===== src/rtl/multicycle_ctrl_fsm.sv =====
// Main control FSM of the multi-cycle MIPS CPU: sequences fetch/decode/execute/
// memory/writeback and drives Moore-decoded datapath selects, enables and strobes.
module multicycle_ctrl_fsm #(
    parameter logic [5:0] OP_RTYPE = 6'h00,
    parameter logic [5:0] OP_LW    = 6'h23,
    parameter logic [5:0] OP_SW    = 6'h2B,
    parameter logic [5:0] OP_BEQ   = 6'h04,
    parameter logic [5:0] OP_J     = 6'h02,
    parameter logic [5:0] OP_ADDI  = 6'h08
) (
    input  logic       clk,
    input  logic       reset_n,
    input  logic [5:0] i_opcode,
    output logic       o_pc_write,
    output logic       o_pc_write_cond,
    output logic       o_iord,
    output logic       o_mem_read,
    output logic       o_mem_write,
    output logic       o_ir_write,
    output logic       o_mem_to_reg,
    output logic       o_reg_dst,
    output logic       o_reg_write,
    output logic       o_alu_src_a,
    output logic [1:0] o_alu_src_b,
    output logic [1:0] o_alu_op,
    output logic [1:0] o_pc_source,
    output logic [3:0] o_state
);

    typedef enum logic [3:0] {
        S_FETCH     = 4'd0,
        S_DECODE    = 4'd1,
        S_MEM_ADDR  = 4'd2,
        S_MEM_READ  = 4'd3,
        S_MEM_WB    = 4'd4,
        S_MEM_WRITE = 4'd5,
        S_R_EXEC    = 4'd6,
        S_R_WB      = 4'd7,
        S_BRANCH    = 4'd8,
        S_JUMP      = 4'd9,
        S_ADDI_EXEC = 4'd10,
        S_ADDI_WB   = 4'd11
    } state_t;

    state_t state_q, state_d;

    always_ff @(posedge clk) begin
        if (!reset_n) state_q <= S_FETCH;
        else          state_q <= state_d;
    end

    always_comb begin
        state_d = S_FETCH;
        case (state_q)
            S_FETCH: state_d = S_DECODE;
            S_DECODE: begin
                if      (i_opcode == OP_LW || i_opcode == OP_SW) state_d = S_MEM_ADDR;
                else if (i_opcode == OP_RTYPE)                   state_d = S_R_EXEC;
                else if (i_opcode == OP_BEQ)                     state_d = S_BRANCH;
                else if (i_opcode == OP_J)                       state_d = S_JUMP;
                else if (i_opcode == OP_ADDI)                    state_d = S_ADDI_EXEC;
                else                                             state_d = S_FETCH;
            end
            // IR is only loaded in FETCH, so the opcode is still the one decoded.
            S_MEM_ADDR:  state_d = (i_opcode == OP_SW) ? S_MEM_WRITE : S_MEM_READ;
            S_MEM_READ:  state_d = S_MEM_WB;
            S_R_EXEC:    state_d = S_R_WB;
            S_ADDI_EXEC: state_d = S_ADDI_WB;
            default:     state_d = S_FETCH;
        endcase
    end

    always_comb begin
        o_pc_write      = 1'b0;
        o_pc_write_cond = 1'b0;
        o_iord          = 1'b0;
        o_mem_read      = 1'b0;
        o_mem_write     = 1'b0;
        o_ir_write      = 1'b0;
        o_mem_to_reg    = 1'b0;
        o_reg_dst       = 1'b0;
        o_reg_write     = 1'b0;
        o_alu_src_a     = 1'b0;
        o_alu_src_b     = 2'd0;
        o_alu_op        = 2'd0;
        o_pc_source     = 2'd0;
        case (state_q)
            S_FETCH: begin
                o_mem_read  = 1'b1;
                o_ir_write  = 1'b1;
                o_alu_src_b = 2'd1;
                o_pc_write  = 1'b1;
            end
            S_DECODE:   o_alu_src_b = 2'd3;
            S_MEM_ADDR: begin
                o_alu_src_a = 1'b1;
                o_alu_src_b = 2'd2;
            end
            S_MEM_READ: begin
                o_mem_read = 1'b1;
                o_iord     = 1'b1;
            end
            S_MEM_WB: begin
                o_reg_write  = 1'b1;
                o_mem_to_reg = 1'b1;
            end
            S_MEM_WRITE: begin
                o_mem_write = 1'b1;
                o_iord      = 1'b1;
            end
            S_R_EXEC: begin
                o_alu_src_a = 1'b1;
                o_alu_op    = 2'd2;
            end
            S_R_WB: begin
                o_reg_write = 1'b1;
                o_reg_dst   = 1'b1;
            end
            S_BRANCH: begin
                o_alu_src_a     = 1'b1;
                o_alu_op        = 2'd1;
                o_pc_write_cond = 1'b1;
                o_pc_source     = 2'd1;
            end
            S_JUMP: begin
                o_pc_write  = 1'b1;
                o_pc_source = 2'd2;
            end
            S_ADDI_EXEC: begin
                o_alu_src_a = 1'b1;
                o_alu_src_b = 2'd2;
            end
            S_ADDI_WB:  o_reg_write = 1'b1;
            default: ;
        endcase
    end

    assign o_state = state_q;

endmodule


===== config.mk =====
export PLATFORM = sky130hd
export DESIGN_NAME = multicycle_ctrl_fsm
export DESIGN_NICKNAME = d
export VERILOG_FILES = /design/src/rtl/multicycle_ctrl_fsm.sv
export SDC_FILE = /design/constraint.sdc
export NUM_CORES = 1
export LEC_CHECK = 0
export CAP_MARGIN = 20
export CORE_MARGIN = 2
export CORE_UTILIZATION = 36
export DETAILED_ROUTE_END_ITERATION = 10
export PLACE_DENSITY_LB_ADDON = 0.15
export SETUP_SLACK_MARGIN = 0.4
export SYNTH_ARGS = -nofsm -noshare
export SYNTH_HDL_FRONTEND = slang
export SYNTH_SLANG_ARGS = --single-unit
export TNS_END_PERCENT = 30

===== constraint.sdc =====
create_clock -name clk -period 1.45 [get_ports clk]
set_input_delay 0.145 -clock clk [delete_from_list [all_inputs] [get_ports clk]]
set_output_delay 0.145 -clock clk [all_outputs]
set_load 0.02 [all_outputs]

==> key figures, run 1 <==
Setup path
  • CP Max Fanout: 7
  • FF-to-FF End: o_state[0]
  • Critical path capture point type: primary output
  • WP data arrival: about 1.2 ns
  • R2R cell count: 5
  • CP Launch Type: flop
  • CP required: about 1.3 ns
  • Setup CP Type: reg2out
  • Reg2Reg Launch Point: o_state[1]
  • Reg2Reg Setup Slack: 0.15 ns

Cells and area
  • Synthesis-to-layout area growth: 117%
  • Nets: 127
  • Finished Cell Area: ~1000 um^2
  • Fin util: 82.7%
  • Fill count: 84
  • Seq. cell area: 95.1 um^2
  • Max FFs per register: 4
  • ANT cells: 0
  • Layout cells sized above 1: 59.3%
  • Multi-input logic area: approximately 470 um^2

Place
  • HPWL Detailed: 1180 um
  • Area after DPL: 1000 um^2
  • Port Buffer Count: 27
  • Pre-CTS WS: -0.126 ns
  • Routability cong.: 0.732

Logic synthesis
  • Mapped Nets: 75
  • Ys flop type: dfxtp_1
  • Post-synthesis cell area: around 480 um^2
  • Compound-Gate Fraction of Synth Area: 16.3%
  • EDFF count, synth: 0
  • List of most frequent post-synthesis cells: nor2_1 (10), nor3_1 (7), a21oi_1 (4), dfxtp_1 (4), nand2_1 (4)
  • Syn avg cell area: 7.21 um^2
  • YS warnings: 0
  • Main combinational cell family by area after synthesis: simple AND/OR/NAND/NOR gates
  • Synth Area in Simple Gates: 48.2%
  • Top-area cell type share of the netlist area: 16.6%
  • Seq cells post-synth: 4
  • Top cell type by total area after synthesis: dfxtp_1
  • Sequential share of the synthesized area: 16.6%
  • Mux contribution to synthesized area: 0%
  • Post-Syn Instances: 67
  • Adder-cell share of the synthesized area: under 10%
  • Async set-reset flop share out of synthesis: 0%
  • Largest cells by area after synthesis: dfxtp_1 (17%), nor2_1 (7.8%), nor3_1 (7.3%)
  • Synth unique cells: 33
  • XOR/XNOR share of the synthesized area: between 5 and 6%
  • Dominant cell by count in the synthesized netlist: nor2_1

Global route
  • Vias in the first global route: 614
  • GRT Total Usage: 23.5%
  • Initial antenna violation count: 0
  • Largest net degree at the start of global routing: 11
  • Total grt overflow: 0
  • First-pass GRT wire length: 2470 um

STA
  • Fmax: 720 MHz
  • Unrepaired setup endpoints after global routing: yes
  • Clk_skew: about 0.0027 ns
  • Final hold vios: 0
  • Fin worst setup slack: roughly 0.06 ns
  • Final setup violation count: 0
  • Worst-margin pin slew: 0.255 ns
  • Pins Over Slew Limit: 0
  • Tmin final: 1.39 ns
  • Slew headroom: ~83%
  • Period utilization: 95.7%

Floorplan
  • Die X: 40.6 um
  • Initial Util: 38.1%
  • Site Rows: 13
  • Die Span Y: 40.6 um
  • DIE AREA: 1650 um^2
  • Num ports: 28
  • Core ar.: roughly 1300 um^2

Route
  • DR DRC count: 0
  • Total Wirelength: about 1700 um
  • DR vias: 701
  • Routed WL per cell: roughly 13 um
  • Detailed Route Iter0 Violations: 21
  • Post-DR vias/cell: 5.27
  • Routed Antenna Nets: 0
  • First drt pass iteration count: 4

Worst hold path
  • HP Class: in2reg
  • Hold path cells: 3
  • Worst-case hold path end point: o_state[1]
  • HP Start: reset_n

Clock tree
  • # hold bufs at CTS: 0
  • Worst-Skew Late Latency: between 0.2 and 0.3 ns
  • Max clock buf depth: 2
  • CTS tree: yes
  • CTS clk-pin slew, worst paths: about 0.04 ns
  • Clk root buf: clkbuf_4
  • Inserted Clock Buffers: 3
  • H-tree level count: 1
  • CTS sink cnt: 4

Pwr
  • Final Total Pwr: between 0.0004 and 0.0005 W
  • Pwr dens: ~450 nW/um^2
  • Leak pwr: 0.461 nW
  • Worst VDD drop: 0.464 mV

Job
  • Max-cap viol count: 0

Outcome
  • Outcome: complete, no violations
[critical path: stages, from the launching register on]
cell,delay [ns]
dfxtp_4,0.41
nand2b_4,0.18
a21oi_2,0.06
or2_4,0.22
buf_6,0.13
[cell families after synthesis]
kind of cell | after synthesis
AND/OR/NAND/NOR | 39
adder cells (fa/ha/maj) | 1
flip-flops | 4
AO/OA/AOI/OAI | 13
buffers and inverters | 7
XOR/XNOR | 3
[layout make-up]
class / count / area share (%)
sequential: 4 / 9.06
multi-input combinational: 56 / 44.3
inverter: 1 / 0.358
tap: 15 / 1.79
clock buffer: 4 / 2.50
timing repair buffer: 53 / 42.0
[metrics by stage]
step / TNS [ns] / hold WS, ns / cells
global placement: -0.582 / 0.681 / 127
detailed placement: -0.727 / 0.688 / 127
global route: 0 / 0.646 / 133
CTS: 0 / 0.585 / 133
floorplan: 0 / 0.285 / 67
finish: 0 / 0.590 / 133
[report_power, final]
| part | leakage (nW) | total (W) | switching, W | internal (W) |
|---|---|---|---|---|
| logic | 0.410 | 0.000189 | 0.0000847 | 0.000104 |
| registers | 0.0355 | 0.000118 | 0.00000889 | 0.000109 |
| clock network | 0.0150 | 0.000166 | 0.0000620 | 0.000104 |
| total | 0.461 | 0.000473 | 0.000156 | 0.000317 |
[repair_timing]
| item | 4_1_cts | 5_1_grt |
|---|---|---|
| endpoints found under the setup margin | 24 | 24 |
| resized for setup | 82 | 13 |
| setup buffers | 2 | 0 |
| pin swaps | 4 | 1 |
[per-layer routing]
metal	vias up	GRT usage, %	wire, um	part of all wire [%]
met5	-	0	0	0
met4	0	15.8	23	1.4
met3	4	2.72	79	4.7
met2	33	43.7	913	55
met1	318	24.2	657	39
li1	346	-	-	-
[cell usage in the layout (no fill, tap or decap), types with 2 or more instances in the layout]
cell,count
a21oi_1,2
a21oi_2,3
buf_2,6
buf_4,29
buf_6,6
clkbuf_4,3
clkdlybuf4s50_1,7
dfxtp_4,4
dlygate4sd2_1,4
nand2_1,4
nand2b_4,3
nand4_1,3
nor2_1,7
nor2_4,2
nor3_1,3
nor3_2,2
nor3_4,3
o21ai_0,3
xor2_1,2
[worst max-delay path by stage]
stage / startpoint / end / slack (ns) / cells after the start
global placement: o_state[0] / o_ir_write / -0.10 / 3
CTS: o_state[3] / o_reg_write / 0.06 / 4
detailed placement: o_state[1] / o_mem_read / -0.13 / 4
floorplan: o_state[2] / o_alu_op[0] / 0.25 / 3
finish: o_state[3] / o_reg_write / 0.06 / 4
global route: o_state[3] / o_reg_write / 0.02 / 4
No activity file was read; power rests on OpenSTA's default activity.
==> inputs of run 2 (changes only) <==
Settings changed: SLEW_MARGIN from default to 20.
==> results of run 2 <==
Final layout, timing and power as in run 1 (identical DEF).
